[src/rtl/instruction_fetcher_pkg.sv]
// Shared widths, RISC-V opcodes and fetch-buffer record used by the instruction fetcher.
package instruction_fetcher_pkg;

  localparam int ADDR_TYPE = 32;
  localparam int INST_TYPE = 32;
  localparam int OP_TYPE   = 7;

  localparam logic [OP_TYPE-1:0] OP_JAL  = 7'b1101111;
  localparam logic [OP_TYPE-1:0] OP_BR   = 7'b1100011;
  localparam logic [OP_TYPE-1:0] OP_JALR = 7'b1100111;

  localparam logic TRUE  = 1'b1;
  localparam logic FALSE = 1'b0;

  // Weakly not-taken: one taken outcome flips the prediction.
  localparam logic [1:0] CTR_INIT = 2'b01;

  typedef struct packed {
    logic [INST_TYPE-1:0] inst;
    logic [ADDR_TYPE-1:0] pc;
    logic                 pred_br;
  } fetch_entry_t;

endpackage

[src/rtl/instruction_fetcher_branch_predictor.sv]
// Table of 2-bit saturating counters indexed by word PC; read is combinational,
// so a same-cycle update at the read index is seen only on the following cycle.
module branch_predictor
  import instruction_fetcher_pkg::*;
#(
  parameter int PRED_ENTRIES = 256,
  parameter int IDX_W        = $clog2(PRED_ENTRIES)
) (
  input  logic             i_clk,
  input  logic             i_rst,
  input  logic             i_rdy,
  input  logic [IDX_W-1:0] i_rd_idx,
  output logic             o_rd_taken,
  input  logic             i_upd_en,
  input  logic [IDX_W-1:0] i_upd_idx,
  input  logic             i_upd_taken
);

  logic [1:0] r_ctr [PRED_ENTRIES];

  assign o_rd_taken = r_ctr[i_rd_idx][1];

  // NOTE: the counter array needs a reset value, so it maps to flops rather than
  // a RAM macro; resetting every entry in a loop is intentional here.
  always_ff @(posedge i_clk) begin
    if (i_rst) begin
      for (int i = 0; i < PRED_ENTRIES; i++) r_ctr[i] <= CTR_INIT;
    end else if (i_rdy && i_upd_en) begin
      if (i_upd_taken && r_ctr[i_upd_idx] != 2'b11)
        r_ctr[i_upd_idx] <= r_ctr[i_upd_idx] + 2'b01;
      else if (!i_upd_taken && r_ctr[i_upd_idx] != 2'b00)
        r_ctr[i_upd_idx] <= r_ctr[i_upd_idx] - 2'b01;
    end
  end

endmodule

[src/rtl/instruction_fetcher.sv]
// Single-outstanding instruction fetcher: one-entry buffer to the decoder,
// static JAL redirect and 2-bit dynamic prediction for conditional branches.
module instruction_fetcher
  import instruction_fetcher_pkg::*;
#(
  parameter int                   PRED_ENTRIES = 256,
  parameter logic [ADDR_TYPE-1:0] RESET_PC     = 32'h0
) (
  input  logic                 clk_in,
  input  logic                 rst_in,
  input  logic                 rdy_in,
  input  logic                 clr_in,
  input  logic [ADDR_TYPE-1:0] rob_to_if_new_PC,
  input  logic                 stall,
  output logic                 if_to_dc_ready,
  output logic [ADDR_TYPE-1:0] if_to_dc_PC,
  output logic [INST_TYPE-1:0] if_to_dc_inst,
  output logic [OP_TYPE-1:0]   if_to_dc_opType,
  output logic                 if_to_dc_pred_br,
  output logic                 if_to_mc_en,
  output logic [ADDR_TYPE-1:0] if_to_mc_PC,
  input  logic                 mc_to_if_ready,
  input  logic [INST_TYPE-1:0] mc_to_if_inst,
  input  logic                 rob_to_if_br_commit,
  input  logic [ADDR_TYPE-1:0] rob_to_if_br_PC,
  input  logic                 rob_to_if_br_taken
);

  localparam int IDX_W = $clog2(PRED_ENTRIES);

  localparam logic [0:0] S_IDLE     = 1'b0;
  localparam logic [0:0] S_WAIT_MEM = 1'b1;

  logic [0:0]           r_state;
  logic [ADDR_TYPE-1:0] r_pc;
  logic                 r_buf_valid;
  fetch_entry_t         r_buf;
  logic                 r_mc_en;
  logic [ADDR_TYPE-1:0] r_mc_pc;

  logic                 w_consume;
  logic                 w_bp_taken;
  logic [ADDR_TYPE-1:0] w_imm_j;
  logic [ADDR_TYPE-1:0] w_imm_b;
  logic [ADDR_TYPE-1:0] w_next_pc;
  logic                 w_pred_br;
  logic                 w_unused_br_pc_bits;

  assign w_consume        = r_buf_valid && !stall && !clr_in && rdy_in;
  assign if_to_dc_ready   = w_consume;
  assign if_to_dc_PC      = r_buf.pc;
  assign if_to_dc_inst    = r_buf.inst;
  assign if_to_dc_opType  = r_buf.inst[OP_TYPE-1:0];
  assign if_to_dc_pred_br = r_buf.pred_br;
  assign if_to_mc_en      = r_mc_en;
  assign if_to_mc_PC      = r_mc_pc;

  assign w_unused_br_pc_bits = ^{rob_to_if_br_PC[ADDR_TYPE-1:IDX_W+2], rob_to_if_br_PC[1:0]};

  branch_predictor #(
    .PRED_ENTRIES (PRED_ENTRIES)
  ) u_bp (
    .i_clk       (clk_in),
    .i_rst       (rst_in),
    .i_rdy       (rdy_in),
    .i_rd_idx    (r_pc[IDX_W+1:2]),
    .o_rd_taken  (w_bp_taken),
    .i_upd_en    (rob_to_if_br_commit),
    .i_upd_idx   (rob_to_if_br_PC[IDX_W+1:2]),
    .i_upd_taken (rob_to_if_br_taken)
  );

  assign w_imm_j = {{12{mc_to_if_inst[31]}}, mc_to_if_inst[19:12], mc_to_if_inst[20],
                    mc_to_if_inst[30:21], 1'b0};
  assign w_imm_b = {{20{mc_to_if_inst[31]}}, mc_to_if_inst[7], mc_to_if_inst[30:25],
                    mc_to_if_inst[11:8], 1'b0};

  // NOTE: every output of this block gets a default first so no path leaves it
  // unassigned, which would otherwise infer a latch.
  always_comb begin
    w_next_pc = r_pc + 32'd4;
    w_pred_br = FALSE;
    case (mc_to_if_inst[OP_TYPE-1:0])
      OP_JAL: begin
        w_next_pc = r_pc + w_imm_j;
        w_pred_br = TRUE;
      end
      OP_BR: begin
        if (w_bp_taken) w_next_pc = r_pc + w_imm_b;
        w_pred_br = w_bp_taken;
      end
      OP_JALR: w_pred_br = FALSE;
      default: w_pred_br = FALSE;
    endcase
  end

  // NOTE: non-blocking assignments let a later statement override an earlier one
  // within the same edge (buffer cleared on consume, then reloaded on a return).
  always_ff @(posedge clk_in) begin
    if (rst_in) begin
      r_state     <= S_IDLE;
      r_pc        <= RESET_PC;
      r_buf_valid <= FALSE;
      r_buf       <= '0;
      r_mc_en     <= FALSE;
      r_mc_pc     <= '0;
    end else if (rdy_in) begin
      if (clr_in) begin
        r_state     <= S_IDLE;
        r_pc        <= rob_to_if_new_PC;
        r_buf_valid <= FALSE;
        r_mc_en     <= FALSE;
      end else begin
        if (w_consume) r_buf_valid <= FALSE;
        case (r_state)
          S_IDLE: begin
            if (!r_buf_valid || w_consume) begin
              r_mc_en <= TRUE;
              r_mc_pc <= r_pc;
              r_state <= S_WAIT_MEM;
            end
          end
          S_WAIT_MEM: begin
            if (mc_to_if_ready) begin
              r_buf_valid   <= TRUE;
              r_buf.inst    <= mc_to_if_inst;
              r_buf.pc      <= r_pc;
              r_buf.pred_br <= w_pred_br;
              r_pc          <= w_next_pc;
              r_mc_en       <= FALSE;
              r_state       <= S_IDLE;
            end
          end
          default: r_state <= S_IDLE;
        endcase
      end
    end
  end

endmodule

[config.mk]
export PLATFORM = sky130hd
export DESIGN_NAME = instruction_fetcher
export DESIGN_NICKNAME = d
export VERILOG_FILES = /design/src/rtl/instruction_fetcher_pkg.sv /design/src/rtl/instruction_fetcher_branch_predictor.sv /design/src/rtl/instruction_fetcher.sv
export SDC_FILE = /design/constraint.sdc
export NUM_CORES = 1
export LEC_CHECK = 0
export BUFFER_PORTS_ARGS = -buffer_cell sky130_fd_sc_hd__buf_2
export CAP_MARGIN = 0
export CORE_MARGIN = 3
export CORE_UTILIZATION = 30
export DETAILED_ROUTE_END_ITERATION = 8
export SYNTH_ARGS = -nofsm -noshare
export SYNTH_HDL_FRONTEND = slang
export SYNTH_SLANG_ARGS = --single-unit
[constraint.sdc]
create_clock -name clk_in -period 5 [get_ports clk_in]
set_input_delay 0.5 -clock clk_in [delete_from_list [all_inputs] [get_ports clk_in]]
set_output_delay 0.5 -clock clk_in [all_outputs]
set_load 0.01 [all_outputs]
==> reports/metrics.csv, run 1 <==
metric,value,unit
Post-CTS Hold Buffers,0,
outcome,finished clean,
die height,354,um
RSZ-0062 raised after global routing,no,
Slowest cell on crit path,nor4_1,
Worst Setup Start Kind,flop,
synthesis-stage register bit count,652,
crit path time final,4640,ps
Final Max Tran Viols,0,
post-CTS setup buffer count,0,
1st-iter DRT viols,3451,
CP most frequent cell,buf_4,
crit-path leading delay family,multiplexers,
Critical Path Max Stage Delay,800,ps
VDD IR max,0.202,mV
Final Cell Area,42300,um^2
Leak,13.8,nW
Least-Margin Pin Slew,1270,ps
vias in the first global route,28067,
Worst Path Buf+Inv,3,
Yosys warnings,0,
Max clock buf depth,3,
Vias per Instance,5.68,
sequential element share of the synthesized area,49.9,%
Fill cells,11955,
H-tree depth,3,
first-pass GRT wire length,188000,um
worst endpoint data arrival time,5110,ps
Final ANT Viol Nets,0,
Vias,28950,
worst path cell trace,"buf_4, mux4_2, mux4_2, nand2_1, a21oi_1, nor4_1, buf_4, mux2_2, nor2_1, a211oi_1, buf_4, o21ai_0",
power per cell area,319,nW/um^2
Post-synth top flop,edfxtp_1,
Post-synth EDFFs,512,
Total GRT Usage,19.9,%
num rows,127,
# IOs,210,
post-synthesis cell type count,78,
TritonCTS Buffers,76,
max-cap violation count,0,
root buffer cell,clkbuf_16,
clock skew,41.0,ps
largest net degree at the start of global routing,164,
asr flop ratio synth,0,%
post-CTS sizing,0,
drt first pass iters,5,
worst setup path class,reg -> reg,
area of the die,126000,um^2
clock sinks,652,
Final Net Count,3568,
global placer's final weighted congestion,0.954,
max frequency,0.215,GHz
Syn Area/Cell,11.0,um^2
total gr overflow,0,
CTS clock-pin slew for the worst setup and hold paths,50,ps
period utilization,92.9,%
Hold WC Path Type,in -> reg,
post-placement cell area,39800,um^2
Post-Syn Instances,3309,
hold path start,mc_to_if_inst[18],
clk_lat worst skew,660,ps
"Net Count, Synth",3459,
Layout area overhead,16.3,%
Total Routed Length,128000,um
initial antenna violation count,10,
Hold Fails Final Rpt,0,
setup TNS,0,ps
# DRC,0,
"Max FO, Critical Path",25,
CTS tree,done,
Slew HR,15.3,%
DR WL/cell,25.2,um
Core ar.,120000,um^2
fraction of layout cells with a size suffix above 1,20.2,%
Mapped Area,36400,um^2
critical path capture point type,flop,
Die W,354,um
dpl hpwl,89100,um
PortBufs,185,
Initial Util,30.3,%
# setup viols final,0,
Critical Path RT,5470,ps
==> synth_stat cells (all sizes together) (44+ instances only) <==
master	number	area share [%]
dfxtp	140	7.7
a21oi	165	2.3
mux4	189	12
clkbuf	202	2.1
o21bai	135	2.8
nand3	70	0.96
nand2	584	6.1
mux2i	90	2.5
nor3	251	3.5
ha	44	1.5
edfxtp	512	42
a21o	150	3.1
buf	140	2.2
nor2	124	1.3
o21ai	74	1.0
==> final timing paths <==
path / end / slack (ps) / cells past startpoint
worst min register to register: if_to_dc_inst[10] / 450 / 2
worst min-delay path: if_to_dc_inst[18] / 110 / 3
worst max-delay path: flop / 360 / 12
worst max register to register: flop / 360 / 12
==> through the flow <==
stage / power, W / utilization, % / cells / hold slack [ps] / worst slack [ps]
floorplan: 0.00730 / - / 3309 / 445 / 738
global placement: 0.00798 / 33.2 / 4952 / 439 / 231
detailed placement: 0.00799 / 33.2 / 4952 / 444 / 149
CTS: 0.0135 / 35.2 / 5087 / 63.2 / 495
global route: 0.0139 / 35.2 / 5096 / 91.6 / 237
finish: 0.0135 / 35.2 / 5096 / 106 / 357
==> power breakdown <==
group / internal (W) / switching, W / leakage, nW
logic: 0.000678 / 0.00113 / 7.10
registers: 0.00594 / 0.000165 / 5.54
clock network: 0.00324 / 0.00233 / 1.20
total: 0.00986 / 0.00363 / 13.8
==> worst reg2reg max path, delay by kind of cell, from the launching register on <==
family / cells / cell delay, ps
buffers and inverters: 3 / 940
AND/OR/NAND/NOR: 3 / 1000
multiplexers: 3 / 1260
flip-flops: 1 / 620
AO/OA/AOI/OAI: 3 / 660
==> final cells by class <==
class                      instances  area (um^2)  area share, %
antenna                            9         22.5         0.0532
multi-input combinational       2298        16600           39.3
tap                             1612         2020           4.77
timing repair buffer             373         2950           6.98
inverter                          17         65.1          0.154
clock buffer                      99         2070           4.88
sequential                       652        18200           43.0
clock inverter                    36          380          0.899
==> cell families after synthesis <==
group | synth area share [%]
compound gates | 13.3
xor+xnor | 1.54
fa+ha+maj | 1.62
buf+inv | 4.50
flops | 49.9
mux | 14.5
simple gates | 14.6
==> layer usage <==
layer  global-route usage, %  vias up  routed length (um)
li1                        -    12629                   -
met1                    26.0    14517               50600
met2                    31.5     1542               59200
met3                    4.78      262               12900
met4                    8.23        0                5610
met5                       0        -                   0
==> registers in the layout (all words and copies together) (netlist names), named ones only <==
name,count
r_pc,32
r_buf_valid,1
if_to_mc_PC,32
if_to_dc_pred_br,1
if_to_dc_inst,32
if_to_mc_en,1
u_bp.r_ctr,512
if_to_dc_PC,32
r_state,1
==> cell usage in the layout, fill, tap and decap left out, types with 13 or more instances in the layout <==
cell / count
dfxtp_1: 137
edfxtp_1: 512
a22oi_1: 28
nor2_1: 122
clkbuf_1: 15
a21oi_1: 163
mux4_2: 189
buf_2: 182
buf_12: 47
o21bai_1: 135
nor3_1: 247
and2_1: 36
inv_1: 13
a211oi_1: 16
nand3_1: 70
buf_4: 141
nor2b_1: 25
xnor2_1: 33
o21a_1: 15
ha_1: 44
nand2_1: 581
mux2i_1: 90
a21o_1: 150
o22ai_1: 15
nand2b_1: 18
o21ai_0: 74
xor2_1: 31
clkinv_1: 18
a31oi_1: 18
nand4_1: 21
clkbuf_16: 77
Note: power is estimated with default switching activity, not from simulation.
==> run 2, diff against run 1 <==
- CORE_ASPECT_RATIO: default -> 1.4
==> run 2 against run 1 <==
  * Non-clock buffer count increased by 26
  * Die area about the same
  * Global-route usage increased by 1.6 points
  * Critical path type unchanged
  * Largest cell class unchanged
  * Highest routed layer unchanged
==> reports/metrics.csv, run 2 (synthesized netlist as in run 1, its figures left out) <==
metric,value,unit,change
setup TNS,0,ps,unchanged
max frequency,0.228,GHz,+5.7%
Final Net Count,3589,,+0.59%
root buffer cell,clkbuf_16,,
clock skew,61.6,ps,+20.7 ps
global placer's final weighted congestion,0.962,,+0.83%
Slew HR,6.30,%,-9.0 points
area occupied by multi-input gates,16600,um^2,about the same
worst endpoint data arrival time,4940,ps,-170 ps
crit-path leading delay family,multiplexers,,
Hold Fails Final Rpt,0,,unchanged
Total Routed Length,139000,um,+8.2%
# IOs,210,,unchanged
"Max FO, Critical Path",34,,+36%
vias in the first global route,28832,,+2.7%
Core ar.,120000,um^2,-0.17%
Slowest cell on crit path,dfxtp_4,,
Leak,13.9,nW,+0.66%
area of the die,126000,um^2,about the same
"commonest non-fill, non-tap cells in the layout","nand2_1 (581), edfxtp_1 (512), nor3_1 (246)",,
Post-CTS Hold Buffers,0,,unchanged
Critical Path RT,5540,ps,+70 ps
Max clock buf depth,3,,unchanged
max-cap violation count,0,,unchanged
H-tree depth,3,,unchanged
post-placement cell area,40100,um^2,+0.67%
Vias per Instance,5.74,,+1.1%
Largest Register,u_bp.r_ctr,,
"most common cell after layout, fill and taps aside",nand2_1,,
TritonCTS Buffers,71,,-6.6%
"Power, Total",0.0135,W,-0.24%
drt first pass iters,6,,+1
post-CTS sizing,0,,unchanged
Fill cells,11819,,-1.1%
Vias,29280,,+1.1%
worst setup path class,reg -> reg,,
Final ANT Viol Nets,0,,unchanged
Initial Util,30.3,%,+0.051 points
Worst Path Buf+Inv,3,,unchanged
post-CTS setup buffer count,0,,unchanged
Final Cell Area,42500,um^2,+0.44%
largest net degree at the start of global routing,154,,-6.1%
Storage cell area,18200,um^2,unchanged
CTS clock-pin slew for the worst setup and hold paths,60,ps,about the same
clk_lat worst skew,690,ps,+30 ps
total gr overflow,0,,unchanged
Worst Setup Start Kind,flop,,
clock sinks,652,,unchanged
CP most frequent cell,buf_4,,
Final Max Tran Viols,0,,unchanged
1st-iter DRT viols,3381,,-2.0%
PortBufs,185,,unchanged
crit path time final,4390,ps,-250 ps
first-pass GRT wire length,197000,um,+5.3%
VDD IR max,0.220,mV,+8.7%
die height,418,um,+18%
WHS,83.0,ps,-23.3 ps
Critical Path Max Stage Delay,810,ps,about the same
power per cell area,317,nW/um^2,-0.68%
max FFs per register,512,,unchanged
worst path cell trace,"buf_4, mux4_2, mux4_2, nand2_1, a21oi_1, nor4_1, buf_4, mux2_2, buf_4, mux2i_1, a21oi_1, o31ai_1",,
outcome,finished clean,,
DR WL/cell,27.2,um,+8.2%
# DRC,0,,unchanged
# setup viols final,0,,unchanged
dpl hpwl,98300,um,+10%
Die W,300,um,-15%
Layout area overhead,16.8,%,
initial antenna violation count,4,,-6
Hold WC Path Type,in -> reg,,
period utilization,87.9,%,-5.0 points
Least-Margin Pin Slew,1390,ps,+129 ps
Total GRT Usage,21.5,%,+1.6 points
num rows,150,,+18%
fraction of layout cells with a size suffix above 1,21.0,%,+0.78 points
CTS tree,done,,
RSZ-0062 raised after global routing,no,,
critical path capture point type,flop,,
## run 2: final cells by class
cell class | instances | share of cell area, %
diodes | 3 | 0.0177
clock buffers | 87 | 4.35
clock inverters | 45 | 1.25
inverters | 17 | 0.153
multi-input cells | 2298 | 39.1
flip-flops and latches | 652 | 42.8
well taps | 1596 | 4.70
repair buffers | 399 | 7.61
## run 2: power breakdown
group / leakage, nW / switching (W) / internal [W] / total [W]
clock network: 1.13 / 0.00242 / 0.00306 / 0.00548
logic: 7.26 / 0.00118 / 0.000703 / 0.00188
registers: 5.54 / 0.000159 / 0.00594 / 0.00610
total: 13.9 / 0.00376 / 0.00970 / 0.0135
## run 2: per-layer routing
layer  track usage (%)  routed length, um  vias to the layer above
li1                  -                  -                    12638
met1              24.6              49600                    14631
met2              37.2              68500                     1589
met3              3.15              10300                      422
met4              14.2              10300                        0
met5                 0                  0                        -
## run 2: final timing paths
path,endpoint,depth (start not counted),slack [ps],startpoint
max,r_pc[5],12,610,flop
min,if_to_dc_inst[0],3,80,mc_to_if_inst[0]
max reg2reg,r_pc[5],12,610,flop
min reg2reg,if_to_dc_PC[23],2,450,if_to_dc_PC[23]
## run 2: worst reg2reg max path: stages, from the launching register on
cell and delay [ps]:
dfxtp_4 810, buf_4 370, mux4_2 410, mux4_2 510, nand2_1 110, a21oi_1 120, nor4_1 570, buf_4 220
mux2_2 250, buf_4 250, mux2i_1 210, a21oi_1 110, o31ai_1 330
## run 2: per-stage QoR
step                      instances  worst slack, ps  util [%]
after CTS                      5094              598      35.4
after floorplan                3309              738         -
after global placement         4962              144      33.4
after detailed placement       4962             95.8      33.4
after global routing           5094              383      35.4
final                          5097              607      35.4
